==> src/rtl/dpram_arb_pkg.sv <==
// Shared types and constants for the two-master arbiter on the dual-port RAM's port A.
package dpram_arb_pkg;

  localparam int DEF_ADDR_W = 8;
  localparam int DEF_DATA_W = 32;
  localparam int BEAT_W     = 4;

  typedef enum logic [1:0] {
    IDLE = 2'd0,
    OWN0 = 2'd1,
    OWN1 = 2'd2
  } owner_e;

endpackage

==> src/rtl/dpram_arbiter.sv <==
// Round-robin, burst-bounded arbiter sharing RAM port A between two valid/ready masters,
// with a 1-cycle read-response channel per master.
module dpram_arbiter
  import dpram_arb_pkg::*;
#(
  parameter int ADDR_W    = DEF_ADDR_W,
  parameter int DATA_W    = DEF_DATA_W,
  parameter int MAX_BURST = 4
) (
  input  logic              clk,
  input  logic              rst_n,
  input  logic              req0_valid,
  output logic              req0_ready,
  input  logic              req0_we,
  input  logic [ADDR_W-1:0] req0_addr,
  input  logic [DATA_W-1:0] req0_wdata,
  output logic              rsp0_valid,
  output logic [DATA_W-1:0] rsp0_rdata,
  input  logic              req1_valid,
  output logic              req1_ready,
  input  logic              req1_we,
  input  logic [ADDR_W-1:0] req1_addr,
  input  logic [DATA_W-1:0] req1_wdata,
  output logic              rsp1_valid,
  output logic [DATA_W-1:0] rsp1_rdata,
  output logic [ADDR_W-1:0] ram_address,
  output logic [DATA_W-1:0] ram_data,
  output logic              ram_wren,
  input  logic [DATA_W-1:0] ram_q
);

  localparam logic [BEAT_W-1:0] BURST_LIM = BEAT_W'(MAX_BURST);
  localparam logic [BEAT_W-1:0] BEAT_SAT  = '1;

  owner_e            state_q, state_d;
  logic [BEAT_W-1:0] beat_cnt_q, beat_cnt_d;
  logic              last_served_q, last_served_d;
  logic              pend0_q, pend0_d;
  logic              pend1_q, pend1_d;

  logic gnt_valid;
  logic gnt_port;

  // Grant selection. Held off while reset is asserted so the RAM pins and
  // ready outputs are quiet even if masters already present requests.
  always_comb begin
    // NOTE: every signal gets a default before any branch, so no latch is inferred.
    gnt_valid = 1'b0;
    gnt_port  = 1'b0;
    if (rst_n) begin
      unique case (state_q)
        OWN0: begin
          if (req0_valid && beat_cnt_q < BURST_LIM) begin
            gnt_valid = 1'b1; gnt_port = 1'b0;
          end else if (req1_valid) begin
            gnt_valid = 1'b1; gnt_port = 1'b1;
          end else if (req0_valid) begin
            gnt_valid = 1'b1; gnt_port = 1'b0;
          end
        end
        OWN1: begin
          if (req1_valid && beat_cnt_q < BURST_LIM) begin
            gnt_valid = 1'b1; gnt_port = 1'b1;
          end else if (req0_valid) begin
            gnt_valid = 1'b1; gnt_port = 1'b0;
          end else if (req1_valid) begin
            gnt_valid = 1'b1; gnt_port = 1'b1;
          end
        end
        default: begin
          if (req0_valid && req1_valid) begin
            gnt_valid = 1'b1; gnt_port = ~last_served_q;
          end else if (req0_valid) begin
            gnt_valid = 1'b1; gnt_port = 1'b0;
          end else if (req1_valid) begin
            gnt_valid = 1'b1; gnt_port = 1'b1;
          end
        end
      endcase
    end
  end

  always_comb begin
    req0_ready  = gnt_valid & ~gnt_port;
    req1_ready  = gnt_valid &  gnt_port;
    ram_address = '0;
    ram_data    = '0;
    ram_wren    = 1'b0;
    if (gnt_valid) begin
      ram_address = gnt_port ? req1_addr  : req0_addr;
      ram_data    = gnt_port ? req1_wdata : req0_wdata;
      ram_wren    = gnt_port ? req1_we    : req0_we;
    end
  end

  always_comb begin
    state_d       = IDLE;
    beat_cnt_d    = '0;
    last_served_d = last_served_q;
    if (gnt_valid) begin
      state_d       = gnt_port ? OWN1 : OWN0;
      last_served_d = gnt_port;
      // Continuing owner extends its burst; a new owner starts at one beat.
      if (state_d == state_q)
        beat_cnt_d = (beat_cnt_q == BEAT_SAT) ? BEAT_SAT : beat_cnt_q + 1'b1;
      else
        beat_cnt_d = BEAT_W'(1);
    end
    pend0_d = req0_valid & req0_ready & ~req0_we;
    pend1_d = req1_valid & req1_ready & ~req1_we;
  end

  // NOTE: sequential state uses non-blocking assignments only, so every flop
  // samples its pre-edge inputs regardless of process evaluation order.
  always_ff @(posedge clk or negedge rst_n) begin
    if (!rst_n) begin
      state_q       <= IDLE;
      beat_cnt_q    <= '0;
      last_served_q <= 1'b1;
      pend0_q       <= 1'b0;
      pend1_q       <= 1'b0;
    end else begin
      state_q       <= state_d;
      beat_cnt_q    <= beat_cnt_d;
      last_served_q <= last_served_d;
      pend0_q       <= pend0_d;
      pend1_q       <= pend1_d;
    end
  end

  // The RAM's registered output lines up with the pending flag one cycle after acceptance.
  always_comb begin
    rsp0_valid = pend0_q;
    rsp1_valid = pend1_q;
    rsp0_rdata = pend0_q ? ram_q : '0;
    rsp1_rdata = pend1_q ? ram_q : '0;
  end

endmodule
==> config.mk <==
export PLATFORM = sky130hd
export DESIGN_NAME = dpram_arbiter
export DESIGN_NICKNAME = d
export VERILOG_FILES = /design/src/rtl/dpram_arb_pkg.sv /design/src/rtl/dpram_arbiter.sv
export SDC_FILE = /design/constraint.sdc
export NUM_CORES = 1
export LEC_CHECK = 0
export ABC_CLOCK_PERIOD_IN_PS = 4400
export CORE_AREA = 5 5 86 88
export DETAILED_ROUTE_END_ITERATION = 12
export DIE_AREA = 0 0 91 93
export GPL_ROUTABILITY_DRIVEN = 0
export MAX_ROUTING_LAYER = met4
export PLACE_DENSITY = 0.78
export SETUP_SLACK_MARGIN = 0.15
export SLEW_MARGIN = 10
export SYNTH_ARGS = -nofsm -noshare
export SYNTH_HDL_FRONTEND = slang
export SYNTH_SLANG_ARGS = --single-unit
export TNS_END_PERCENT = 5
==> constraint.sdc <==
create_clock -name clk -period 4.4 [get_ports clk]
set_input_delay 0.66 -clock clk [delete_from_list [all_inputs] [get_ports clk]]
set_output_delay 0.66 -clock clk [all_outputs]
set_load 0.1 [all_outputs]
==> PnR_summary.wiki <==
{| class="wikitable"
! Metric !! Value
|-
| Outcome || completed
|-
| HPWL after DPL || 7730 um
|-
| Total detailed-routing wirelength || 8660 um
|-
| Worst Setup End Kind || primary output
|-
| Instance count of the mapped netlist || 172
|-
| Number of remaining DRC errors || 0
|-
| Critical path's slowest cell || sky130_fd_sc_hd__clkdlybuf4s50_1
|-
| Worst path max stage delay || 0.78 ns
|-
| Largest fanout on the critical path || 36
|-
| Count of antenna diodes in the layout || 0
|-
| Number of buffer cells added on primary ports || 226
|-
| Starting density of the core || 21.7%
|-
| Per-cell routed wire length || 18.4 um
|-
| Mapped Nets || 293
|-
| Area Overhead vs Synth || 191%
|-
| Total I/O pin count || 227
|-
| Synthesis warning total || 0
|-
| Class of the tightest hold or removal check || reg2reg
|-
| Mean instance size in the synthesized netlist || 8.28 sq um
|-
| Fraction of power consumed by sequential logic || 5.7%
|-
| Hold-fix buffers, CTS || 0
|-
| Number of distinct library cells after synthesis || 32
|-
| Drt pass-1 iters || 4
|-
| WS Path Type || in2out
|-
| Register bit count reported by yosys || 9
|-
| Startpoint Class || input pin
|-
| CP Data Arrival Time || 2.82 ns
|-
| Crit path capture || ram_data[7]
|-
| # resized after CTS || 0
|-
| Portion of the clock cycle consumed by the worst path in the final layout || 79.0%
|-
| EDFF count, synth || 0
|-
| Biggest area consumer among synthesized cells || sky130_fd_sc_hd__and2_1
|-
| Clock network power share || 4.5%
|-
| Pre-CTS worst setup slack || 0.892 ns
|-
| Number of global-route vias before repair || 2309
|-
| Starting DRC count in detailed routing || 43
|-
| Clock net sink count || 9
|-
| Count of final max-slew check failures || 0
|-
| Fraction of synthesized cell area taken by the top area cell type || 28.1%
|-
| Worst voltage drop across the vdd grid || 0.383 mV
|-
| Endpoint of the worst-slack reg-to-reg timing path || beat_cnt_q[0]$_DFF_PN0_
|-
| CTS tree || built
|-
| Number of cells traversed by the worst register-to-register path || 7
|-
| Chip height || 93 um
|-
| Final number of hold-violating endpoints || 0
|-
| Worst clock skew || 0.00475 ns
|-
| CTS clock-pin slew for the worst setup and hold paths || 0.05 ns
|-
| Sequential share of the synthesized area || 15.9%
|-
| Full die area || 8460 sq um
|-
| Longest Clk Path Bufs || 2
|-
| Maximum clock frequency || 288 MHz
|-
| Sw frac || 62.9%
|-
| Setup tns final || 0 ns
|-
| Biggest area contributors in the synthesized netlist || sky130_fd_sc_hd__and2_1 (28%), sky130_fd_sc_hd__a22o_1 (24%), sky130_fd_sc_hd__dfrtp_1 (14%)
|-
| Fraction of registers with async set/reset || 100%
|-
| Predominant post-synthesis flop cell || sky130_fd_sc_hd__dfrtp_1
|-
| Reported net switching power || 1.33 mW
|-
| Net count of the finished layout || 512
|-
| Setup fix buffers added after clock tree synthesis || 0
|-
| Clock network latency to the later pin of the worst-skew pair || 0.23 ns
|-
| P per Cell Area || 510 nW/um^2
|-
| Root buf cell || sky130_fd_sc_hd__clkbuf_8
|-
| Setup-failing EPs final || 0
|-
| Number of vias per cell || 4.73
|-
| Source of the worst register-to-register timing path || state_q[0]$_DFF_PN0_
|-
| Fin util || 63.1%
|-
| All-layer global routing usage || 19.1%
|-
| Critical Path RT || 3.74 ns
|-
| Worst-case register-to-register setup slack || 2.31 ns
|-
| Measured slew at the worst slew-check pin || 1.01 ns
|-
| Cell area after technology mapping || 1420 sq um
|-
| Layout cells sized above 1 || 16.4%
|-
| Number of buffers inserted during clock tree synthesis || 3
|-
| Internal Power || 0.783 mW
|-
| Core Region || 6570 sq um
|-
| Worst path setup slack after routing || 0.922 ns
|-
| Most frequent CP cell || sky130_fd_sc_hd__buf_12
|-
| Row count || 30
|-
| Aggregate global routing overflow || 0
|-
| Number of fillers in the final layout || 544
|-
| Setup repair after global routing missed its margin || false
|-
| Count of antenna-violating nets left after detailed routing || 0
|-
| Width of the chip || 91 um
|-
| Slew HR || 32.6%
|-
| Start point of the critical path || rst_n
|-
| Max cap viols || 0
|-
| Vias || 2223
|-
| CTS H-tree depth || 1
|-
| Leakage power total || 1.69 nW
|-
| Global-route wire length before repair || 12500 um
|-
| Largest net degree at the start of global routing || 40
|-
| Initial antenna violation count || 0
|-
| Cells along the critical path || clkdlybuf4s50_1 -> o21ai_1 -> a21oi_4 -> buf_12 -> a22o_1 -> buf_12
|-
| Period minus WS final || 3.48 ns
|-
| Combinational share of power || 89.8%
|}
## kinds of logic after synthesis
kind of cell / count (synthesis) / synth area share (%)
AO/OA/AOI/OAI: 60 / 36.7
adder cells (fa/ha/maj): 3 / 2.64
flip-flops: 9 / 15.9
AND/OR/NAND/NOR: 82 / 35.8
buffers and inverters: 18 / 8.96
## worst min path at each step
stage               cells after the start  slack (ns)                 startpoint                         to
floorplan                               0        0.36                      rst_n    beat_cnt_q[0]$_DFF_PN0_
global placement                        1        0.51  last_served_q$_DFFE_PN1P_  last_served_q$_DFFE_PN1P_
detailed placement                      1        0.51  last_served_q$_DFFE_PN1P_  last_served_q$_DFFE_PN1P_
CTS                                     1        0.51  last_served_q$_DFFE_PN1P_  last_served_q$_DFFE_PN1P_
global route                            1        0.52  last_served_q$_DFFE_PN1P_  last_served_q$_DFFE_PN1P_
finish                                  1        0.51  last_served_q$_DFFE_PN1P_  last_served_q$_DFFE_PN1P_
## synthesized netlist by cell type (all sizes together) (2+ instances only)
cell    count
o21ai       4
dfrtp       8
nand3       5
a22o       40
nor2        5
clkbuf      6
o21a        2
inv         4
buf         8
nand2       3
and2       64
a21oi       5
nor3        2
ha          3
## final cells by class
type,instances,area (sq um),share of cell area (%)
clock buffer,3,41.3,0.997
clock inverter,1,5.00,0.121
inverter,4,15.0,0.362
multi-input combinational,145,1070,25.8
sequential,9,226,5.47
tap,80,100,2.42
timing repair buffer,228,2690,64.8
## metal layers
layer	vias to the layer above	part of all wire (%)	wire, um	track usage, %
li1	1059	-	-	-
met1	1016	35	3020	19.1
met2	141	55	4750	37.2
met3	7	9.4	813	5.23
met4	0	0.92	80	3.42
met5	-	0	0	-
## power groups by stage
stage / logic, mW / clock network [mW] / registers, mW
floorplan: 1.26 / 0 / 0.125
global placement: 1.90 / 0 / 0.123
detailed placement: 1.91 / 0 / 0.123
CTS: 1.91 / 0.0984 / 0.122
global route: 1.95 / 0.104 / 0.126
finish: 1.90 / 0.0953 / 0.121
## per-stage QoR
stage	power, mW	cells	area (sq um)	hold WS (ns)
2_1_floorplan	1.38	172	1420	0.364
3_3_place_gp	2.02	466	4100	0.508
3_5_place_dp	2.03	466	4100	0.506
4_1_cts	2.13	470	4140	0.514
5_1_grt	2.18	470	4140	0.522
6_report	2.11	470	4140	0.512
## critical path: cells and delay by family
family / cells / cell delay [ns]
AO/OA/AOI/OAI: 3 / 0.92
buffers and inverters: 3 / 1.21
## flip-flops by register name (all words and copies together), names as in the netlist
register and flops:
beat_cnt_q 4, last_served_q 1, rsp1_valid 1, rsp0_valid 1, state_q 2
## cells in the final DEF (no fill, tap or decap), drive strengths merged, types with 2 or more instances in the layout
master / n
o21a: 2
nand3: 5
nand2: 3
o21ai: 4
a22o: 40
nor3: 2
buf: 49
clkdlybuf4s50: 179
ha: 3
and2: 64
clkbuf: 3
nor2: 5
dfrtp: 8
a21oi: 5
inv: 4
(Power assumes the default switching activity.)
